[config.mk]
export PLATFORM = sky130hd
export DESIGN_NAME = mem_access_unit
export DESIGN_NICKNAME = d
export VERILOG_FILES = /design/src/rtl/mem_access_unit.sv
export SDC_FILE = /design/constraint.sdc
export NUM_CORES = 1
export LEC_CHECK = 0
export ABC_AREA = 1
export BUFFER_PORTS_ARGS = -buffer_cell sky130_fd_sc_hd__buf_2
export CORE_ASPECT_RATIO = 0.6
export CORE_MARGIN = 5
export CORE_UTILIZATION = 49
export CTS_CLUSTER_SIZE = 16
export DETAILED_ROUTE_END_ITERATION = 8
export PLACE_DENSITY_LB_ADDON = 0.2
export SYNTH_ARGS = -nofsm -noshare
export SYNTH_HDL_FRONTEND = slang
export SYNTH_SLANG_ARGS = --single-unit
[constraint.sdc]
create_clock -name CLK -period 1.9 [get_ports CLK]
set_input_delay 0.19 -clock CLK [delete_from_list [all_inputs] [get_ports CLK]]
set_output_delay 0.19 -clock CLK [all_outputs]
set_load 0.02 [all_outputs]
[src/rtl/mem_access_unit.sv]
// mem_access_unit: MEM-stage load/store unit with sub-word read-modify-write stores.
// Revision 1.0
`default_nettype none

module mem_access_unit (
  input  logic        CLK,
  input  logic        Resetn,
  input  logic        req_valid,
  input  logic        req_we,
  input  logic [1:0]  req_size,
  input  logic        req_unsigned,
  input  logic [31:0] req_addr,
  input  logic [31:0] req_wdata,
  input  logic [4:0]  req_rd,
  output logic        stall,
  output logic [31:0] mem_ra,
  input  logic [31:0] mem_do,
  output logic [31:0] mem_wa,
  output logic [31:0] mem_di,
  output logic        mem_wr,
  output logic        wb_valid,
  output logic [4:0]  wb_rd,
  output logic [31:0] wb_data,
  output logic        misalign,
  output logic [31:0] fault_addr
);

  typedef enum logic [0:0] {IDLE = 1'b0, RMW = 1'b1} state_t;

  localparam logic [1:0] SZ_BYTE = 2'b00;
  localparam logic [1:0] SZ_HALF = 2'b01;
  localparam logic [1:0] SZ_WORD = 2'b10;

  state_t      state, state_nxt;
  logic [7:0]  hold_idx;
  logic [31:0] hold_word;

  logic [31:0] index;
  logic        bad_req;
  logic [4:0]  shamt;
  logic [31:0] lane_mask;
  logic [31:0] merged;
  logic [31:0] lane;
  logic [31:0] load_val;
  logic        do_load, do_fault, do_sub;

  assign index = {24'b0, req_addr[9:2]};

  always_comb begin
    bad_req = (req_size == 2'b11) ||
              (req_size == SZ_HALF && req_addr[0]) ||
              (req_size == SZ_WORD && req_addr[1:0] != 2'b00);
  end

  // Word accesses are aligned by the time they reach the datapath, so the half shift is 0.
  always_comb begin
    shamt     = (req_size == SZ_BYTE) ? {req_addr[1:0], 3'b000} : {req_addr[1], 4'b0000};
    lane_mask = (req_size == SZ_BYTE) ? (32'h0000_00FF << shamt) : (32'h0000_FFFF << shamt);
    merged    = (mem_do & ~lane_mask) | ((req_wdata << shamt) & lane_mask);
    lane      = mem_do >> shamt;
    case (req_size)
      SZ_BYTE: load_val = {{24{~req_unsigned & lane[7]}}, lane[7:0]};
      SZ_HALF: load_val = {{16{~req_unsigned & lane[15]}}, lane[15:0]};
      default: load_val = mem_do;
    endcase
  end

  always_comb begin
    state_nxt = state;
    stall     = 1'b0;
    mem_ra    = 32'b0;
    mem_wa    = 32'b0;
    mem_di    = 32'b0;
    mem_wr    = 1'b0;
    do_load   = 1'b0;
    do_fault  = 1'b0;
    do_sub    = 1'b0;
    case (state)
      IDLE: begin
        if (req_valid) begin
          if (bad_req) begin
            do_fault = 1'b1;
          end else if (!req_we) begin
            mem_ra  = index;
            do_load = 1'b1;
          end else if (req_size == SZ_WORD) begin
            mem_wa = index;
            mem_di = req_wdata;
            mem_wr = 1'b1;
          end else begin
            mem_ra    = index;
            stall     = 1'b1;
            do_sub    = 1'b1;
            state_nxt = RMW;
          end
        end
      end
      RMW: begin
        // The held store is still on req_*; it retires here without being re-decoded.
        mem_wa    = {24'b0, hold_idx};
        mem_di    = hold_word;
        mem_wr    = 1'b1;
        state_nxt = IDLE;
      end
      default: state_nxt = IDLE;
    endcase
    if (!Resetn) begin
      mem_wr = 1'b0;
      mem_wa = 32'b0;
      mem_di = 32'b0;
      stall  = 1'b0;
    end
  end

  always_ff @(posedge CLK or negedge Resetn) begin
    if (!Resetn) begin
      state      <= IDLE;
      hold_idx   <= 8'b0;
      hold_word  <= 32'b0;
      wb_valid   <= 1'b0;
      wb_rd      <= 5'b0;
      wb_data    <= 32'b0;
      misalign   <= 1'b0;
      fault_addr <= 32'b0;
    end else begin
      state    <= state_nxt;
      wb_valid <= do_load;
      misalign <= do_fault;
      if (do_load) begin
        wb_rd   <= req_rd;
        wb_data <= load_val;
      end
      if (do_fault) fault_addr <= req_addr;
      if (do_sub) begin
        hold_idx  <= req_addr[9:2];
        hold_word <= merged;
      end
    end
  end

endmodule

`default_nettype wire
Yosys cells after proc, flatten, opt, wreduce, memory -nomap -nowiden
Index checks and enable logic that the tools add are counted.

operators by class
  equality and inequality tests = 3
  shift-type cells = 4
  muxes and demuxes = 40
  bitwise logic cells = 8
  reductions and logical operators = 6

operator list
  kind                                                                    number
  32-bit 2-to-1 mux                                                       7
  32-bit one-hot mux with 2 select lines                                  3
  8-bit 2-to-1 mux                                                        9
  32-bit bitwise AND                                                      2
  32-bit inverter                                                         1
  32-bit OR                                                               1
  16-bit by 5-bit << shifter with 32-bit output (first input constant)    1
  32-bit by 5-bit << shifter with 32-bit output                           1
  8-bit by 5-bit << shifter with 32-bit output (first input constant)     1
  32-bit by 5-bit >> shifter with 16-bit output                           1
  1-bit 2-to-1 mux                                                        18
  2-bit equality test (second input constant)                             2
  4-bit 2-to-1 mux                                                        1
  1-bit one-hot mux with 2 select lines                                   2
  1-bit bitwise AND                                                       2
  2-bit by 1-bit equality test with 1-bit output (second input constant)  1
  1-bit logical AND                                                       2
  2-bit logical NOT                                                       1
  1-bit logical OR                                                        2
  1-bit inverter                                                          2
  2-bit nonzero test                                                      1

storage, ports and cells
  register bits = 112
  bits of input ports = 108
  output and inout port bits = 169
  word-level logic and storage cells = 69

Logic depth before layout (Yosys ltp)
Gate-level depths: netlist of run 1.

  depth in word-level cells = 8
  gate-level depth with buffers = 10
  gate-level depth less buffers = 9

Worst setup path before layout of run 1
Ideal clock, no wire load.

  kind = register to output
  start point = register state
  end point = output port mem_di[13]
  arrival = 1.519 ns
  required time = 1.710 ns
  slack = 0.191 ns
  cell stages (with the launch flop) = 8
  buffers on the path = 3
  cells stage by stage = dfrtp_1 -> buf_4 -> clkinv_2 -> buf_2 -> buf_1 -> nand2_1 -> o21ai_0 -> nor3_1

between the ends
  cells in the longest elaborated chain, start to end = 3

RTL lines
  item                                      RTL line  source
  start: declaration                        34        state_t state, state_nxt;
  start signal: assignment                  126       state <= state_nxt;
  1-bit inverter                            -
  32-bit one-hot mux with 2 select lines *  78        case (state)
  32-bit 2-to-1 mux *                       107       if (!Resetn) begin
  end: declaration                          19        output logic [31:0] mem_di,

Every way passes the cells marked *; elsewhere a longest branch is shown, timed or not.

Worst setup path in the final report of run 1
  start point = register state
  end point = output port mem_wa[7]

between the ends
  cells in the longest elaborated chain, start to end = 3

RTL lines
  item                                      RTL line  source
  1-bit inverter                            -
  32-bit one-hot mux with 2 select lines *  78
  32-bit 2-to-1 mux *                       107
  end: declaration                          18        output logic [31:0] mem_wa,

Every way passes the cells marked *; elsewhere a longest branch is shown, timed or not. The select of a mux whose other input is x is not followed.

==> results of run 1 <==
logic make-up (layout without fill, tap and decap cells):
| family | after synthesis | after routing |
|---|---|---|
| AND/OR/NAND/NOR | 519 | 519 |
| buffers and inverters | 180 | 360 |
| AO/OA/AOI/OAI | 150 | 150 |
| flip-flops | 112 | 112 |
| other | 1 | 48 |
layout by cell type, fill, tap and decap left out, types with 2 or more instances in the layout:
master       n
a21oi_1     81
buf_12      10
buf_2      224
buf_4       36
clkbuf_16   10
clkinv_4     2
clkinv_8     2
conb_1      48
dfrtp_1    111
inv_1       63
inv_2        7
nand2_1    318
nand2_2      2
nand3_1     89
nand3b_1     4
nand4_2      2
nor2_1      50
nor2_2       3
nor2_4       2
nor3_1      15
nor3_2      10
o21ai_0     56
o21ai_1      9
o21ai_2      2
or2_0       10
or2_1        7
or2_2        4
state kept, by name, indices dropped and copies added, names as in the netlist:
register and cells:
hold_word 32, wb_rd 5, fault_addr 32, hold_idx 8, wb_data 32, state 1, misalign 1, wb_valid 1
critical path, stage by stage, from the launching register on:
cell,delay [ps]
dfrtp_2,430
buf_4,160
buf_12,150
nor2_4,150
buf_12,160
nor3_1,50
buf_2,170
stage by stage:
step | instances | hold slack [ps] | setup slack, ps
floorplan | 1009 | -106 | 191
global placement | 1342 | 335 | -2.54
detailed placement | 1342 | 340 | 32.7
CTS | 1363 | 4.93 | 10.2
global route | 1364 | 12.6 | 2.96
finish | 1364 | 15.4 | 73.5
what timing repair did:
item,CTS,global route
pin swaps,2,2
hold buffers,1,0
cloned,0,1
buffers inserted,4,0
endpoints found under the hold margin,112,0
endpoints found under the setup margin,20,14
resized for setup,2,13
cell type report:
| cell class | count | area, sq um |
|---|---|---|
| Inverter | 72 | 273 |
| Fill cell | 1302 | 5120 |
| Clock buffer | 9 | 225 |
| Timing Repair Buffer | 272 | 1630 |
| Sequential cell | 112 | 2800 |
| Clock inverter | 7 | 77.6 |
| Tap cell | 175 | 219 |
| Multi-Input combinational cell | 717 | 3240 |
metal layers:
| layer | wire, um | up-vias | share of wire [%] |
|---|---|---|---|
| li1 | - | 3398 | - |
| met1 | 9840 | 3187 | 45 |
| met2 | 9420 | 322 | 43 |
| met3 | 2260 | 29 | 10 |
| met4 | 252 | 2 | 1.2 |
| met5 | 7 | - | 0.032 |
power groups by stage:
stage	Sequential [mW]	Clock, mW	Combinational, mW
finish	3.15	1.92	2.17
global placement	3.18	0	2.11
global route	3.21	2.03	2.40
floorplan	3.53	0	1.03
CTS	3.15	1.96	2.16
detailed placement	3.18	0	2.15
final timing paths:
check | cells after the start | to | slack, ps
worst max-delay path | 6 | mem_wa[7] | 70
worst min-delay path | 3 | fault_addr[21]$_DFFE_PN0P_ | 20
worst max register to register | 8 | wb_data[13]$_DFFE_PN0P_ | 180
worst min register to register | 2 | wb_rd[4]$_DFFE_PN0P_ | 480
max in group asynchronous | 3 | wb_data[9]$_DFFE_PN0P_ | 930
min in group asynchronous | 3 | fault_addr[14]$_DFFE_PN0P_ | 460
==> reports/results.txt, run 1 <==
CP required - 1710 ps
Met2 Usage GRT - 39.3%
Top cells by area, synth - dfrtp_1 (42%), nand2_1 (18%), nand3_1 (6.6%)
RSZ-0062 raised after global routing - false
Die area - 16300 sq um
Min-delay src - req_addr[21]
Iter 0 DRT Violations - 626
Crit path kind - flip-flop to primary output
R2R Path Start - state$_DFF_PN0_
Met1 Use GR - 37.7%
Fmax - 547 MHz
Most frequent cell after synthesis - nand2_1
Setup crit start kind - flip-flop
P_sw - 2.67 mW
Ys Warns - 0
Area Overhead vs Synth - 25.3%
CP startpoint - state$_DFF_PN0_
Post-synth ARST share - 100%
Pwr Density - 856 nW/um^2
Post-Route WL - 21800 um
CP max FO - 23
Slew @ Worst Pin - 670 ps
Cell variety after synth - 29
Outcome - completed
Gate count of the mapped netlist - 962
Initial Util - 49.7%
Hold Vio Cnt, Final - 0
Placed cell area - 8020 sq um
# nets final - 1292
H-tree depth - 3
Share of the synthesized area in the top cell type - 41.5%
Routability cong. - 0.896
Final Power - 7.24 mW
Floorplan die width - 162 um
Grt met3 use - 7.36%
Clock power frac - 26.5%
Vias per cell - 5.09
I/O pin count - 277
Largest net degree at the start of global routing - 113
Switching part of the total - 36.9%
Share of the yosys chip area belonging to registers - 41.5%
Mux contribution to synthesized area - 0%
Flop pwr share - 43.5%
Post-synth top area cell - dfrtp_1
Pre-Repair DR Iteration Count - 5
Avg WL per Cell - 16.0 um
Post-Syn Area - 6750 sq um
Via count - 6938
Vias in the first global route - 6423
Peak supply drop - 0.476 mV
Simple-gate area share of the yosys netlist - 33.5%
Post-DP HPWL - 16300 um
Max transition margin - 55.3%
P_leak - 4.80 nW
First-pass GRT wire length - 33800 um
Pint - 4.57 mW
Compound-Gate Fraction of Synth Area - 11.2%
Main flop type after synthesis - dfrtp_1
Total GRT Usage - 26.1%
Adder-cell area share of the yosys netlist - 0%
# rows - 33
Logic pwr share - 30.0%
Layout Utilization - 62.3%
Final Cycle Share - 96.1%
ANT nets after route - 0
CTS tree - yes
Clock Latency Late Sink - 360 ps
Core area - 13600 sq um
Worst hold path class - input pin to flip-flop
Most Crowded Layer GR - met2
CP arrival - 1640 ps
Initial antenna violation count - 1
# diodes - 0
Critical Path End Type - primary output
Num Clock Sinks - 112
Pins over their slew limit - 0
Clock skew - 9.25 ps
Min Tclk post-route - 1830 ps
Maximum capacitance violations - 0
Clock Path Buffers - 2
Finished Cell Area - 8460 sq um
Post-synth EDFFs - 0
Syn_area_per_cell - 7.02 sq um
Synth cell count leaders - nand2_1 (318), dfrtp_1 (112), nand3_1 (89)
Yosys reg bits - 112
Clock root cell - clkbuf_16
Clock transition at path regs - 80 ps
Die height - 101 um
Final setup TNS - 0 ps
Final setup vio count - 0
CTS buffer count - 9
Share of layout cells above drive strength 1 - 27.3%
Grt ovf - 0
DRC Markers - 0
IO buf count - 228
Largest family of logic cells by synthesized area - simple AND/OR/NAND/NOR gates
Synth Area in XOR/XNOR - 0%
Power figures use the tool's default switching activity.
==> inputs of run 2 (changes only) <==
Settings changed: CORE_UTILIZATION 49 to 44.
Clock period 1.9 ns to 1.65 ns, I/O delays scaled along.
==> run 2 against run 1 <==
  * The run now ends with setup timing left
  * Register-to-register slack worse by 170 ps
  * Largest cell class unchanged
  * Largest power group unchanged
  * Via count up 4.6%
  * Hold slack worse by 5.2 ps
  * Die area up 10%
  * Sequential power up 17%
==> reports/results.txt, run 2 (synthesized netlist as in run 1, its figures left out) <==
Share of layout cells above drive strength 1 - 33.4% (+6.0 points)
Clock Latency Late Sink - 360 ps (about the same)
Slowest stage cell, crit path - dfrtp_2
Total GRT Usage - 25.4% (-0.65 points)
Final Cycle Share - 106%
Num Clock Sinks - 112 (unchanged)
Register area - 2800 sq um (unchanged)
Worst path cell trace - clkinv_8 -> nand2_8 -> nor3_4 -> nand2_2 -> buf_12 -> nor2_4 -> buf_6
CTS buffer count - 9 (unchanged)
Peak supply drop - 0.642 mV (+35%)
Area Overhead vs Synth - 41.7%
Post-DP HPWL - 17000 um (+4.2%)
RSZ-0062 raised after global routing - true
Outcome - finished with violations
Slew @ Worst Pin - 604 ps (-65.7 ps)
ANT nets after route - 0 (unchanged)
Max transition margin - 59.7% (+4.4 points)
Vias per cell - 4.99 (-1.9%)
Grt ovf - 0 (unchanged)
Setup crit start kind - flip-flop
Via count - 7257 (+4.6%)
Pwr Density - 913 nW/um^2 (+6.7%)
Maximum capacitance violations - 0 (unchanged)
# rows - 35 (+6.1%)
Pre-Repair DR Iteration Count - 6 (+1)
Slowest stage delay, CP - 470 ps (+40 ps)
Biggest regs - fault_addr (32), hold_word (32), wb_data (32)
Vias in the first global route - 6563 (+2.2%)
Failing checks - setup timing
Worst setup margin - -101 ps (-174 ps)
CP arrival - 1590 ps (-50 ps)
Most frequent cells in the layout - nand2_1 (302), buf_2 (190), dfrtp_1 (111)
P_leak - 5.15 nW (+7.3%)
CP required - 1480 ps (-230 ps)
Worst hold path class - input pin to flip-flop
Min Tclk post-route - 1750 ps
Largest net degree at the start of global routing - 113 (unchanged)
Avg WL per Cell - 16.8 um (+5.2%)
Floorplan die width - 170 um (+5.2%)
Most common cell after layout, fill and taps aside - nand2_1
Final setup vio count - 49 (+49)
CTS tree - yes
CP max FO - 10 (-57%)
H-tree depth - 3 (unchanged)
Clock skew - 10.5 ps (+1.26 ps)
Hold Vio Cnt, Final - 0 (unchanged)
Clock transition at path regs - 90 ps (about the same)
First-pass GRT wire length - 36400 um (+7.7%)
Iter 0 DRT Violations - 558 (-11%)
Critical Path End Type - primary output
Fill cell instance count of the final layout - 1401 (+7.6%)
Die area - 18000 sq um (+10%)
Clock root cell - clkbuf_16
Fmax - 571 MHz
Routability cong. - 0.876 (-2.3%)
WHS - 10.2 ps (-5.23 ps)
Initial antenna violation count - 3 (+2)
Core area - 15200 sq um (+12%)
DRC Markers - 0 (unchanged)
Crit path kind - flip-flop to primary output
Clock Path Buffers - 2 (unchanged)
Initial Util - 44.4% (-5.3 points)
Post-Route WL - 24400 um (+12%)
Multi-input logic area - 3480 sq um (+7.6%)
Finished Cell Area - 9570 sq um (+13%)
I/O pin count - 277 (unchanged)
Die height - 106 um (+5.0%)
# nets final - 1353 (+4.7%)
IO buf count - 228 (unchanged)
Placed cell area - 8190 sq um (+2.0%)
Pins over their slew limit - 0 (unchanged)
[run 2: path summary, 6_finish.rpt]
kind / end / start / slack, ps / depth (start not counted)
hold reg to reg: fault_addr[12]$_DFFE_PN0P_ / fault_addr[12]$_DFFE_PN0P_ / 480 / 2
min in group asynchronous: fault_addr[21]$_DFFE_PN0P_ / Resetn / 490 / 3
max in group asynchronous: wb_data[24]$_DFFE_PN0P_ / Resetn / 700 / 3
setup reg to reg: hold_word[1]$_DFFE_PN0P_ / state$_DFF_PN0_ / 10 / 9
setup / recovery: stall / state$_DFF_PN0_ / -100 / 7
hold / removal: fault_addr[12]$_DFFE_PN0P_ / req_addr[12] / 10 / 3
[run 2: through the flow]
| step | setup WS [ps] | total power [mW] | instances | utilization, % | TNS (ps) |
|---|---|---|---|---|---|
| 2_1_floorplan | 9.26 | 5.25 | 1009 | - | 0 |
| 3_3_place_gp | -117 | 6.15 | 1386 | 53.9 | -442 |
| 3_5_place_dp | -92.9 | 6.18 | 1386 | 53.9 | -1990 |
| 4_1_cts | -151 | 8.61 | 1434 | 58.8 | -2780 |
| 5_1_grt | -183 | 9.26 | 1454 | 63.0 | -7610 |
| 6_report | -101 | 8.73 | 1454 | 63.0 | -2330 |
[run 2: cell type report]
cell class / count / share of cell area [%]
Antenna cell: 1 / 0.0262
Clock buffer: 9 / 2.35
Clock inverter: 7 / 0.994
Inverter: 72 / 3.15
Multi-Input combinational cell: 717 / 36.4
Sequential cell: 112 / 29.3
Tap cell: 203 / 2.65
Timing Repair Buffer: 331 / 24.9
Timing Repair inverter: 2 / 0.196
[run 2: worst max-delay path: cells and delay by family (launching register included)]
family                 cells  cell delay (ps)
buffers and inverters      3              400
flip-flops                 1              470
AND/OR/NAND/NOR            4              350
[run 2: per-layer routing]
metal  GRT usage, %  routed length, um
met3           6.58               2530
met5              0                 21
met1           38.1              10900
met4           5.24                287
met2           37.1              10700
[run 2: what timing repair did]
| item | CTS | global route |
|---|---|---|
| pin swaps | 3 | 22 |
| setup endpoints to repair | 46 | 108 |
| hold buffers | 27 | 0 |
| hold endpoints to repair | 138 | 0 |
| resized for setup | 26 | 136 |
| cloned | 2 | 7 |
| buffers inserted | 4 | 12 |
[run 2: power by group]
part	switching [mW]	internal (mW)	leakage, nW	total [mW]
registers	0.344	3.32	1.35	3.67
clock network	1.20	1.11	0.151	2.31
logic	1.74	1.02	3.65	2.76
total	3.28	5.45	5.15	8.73
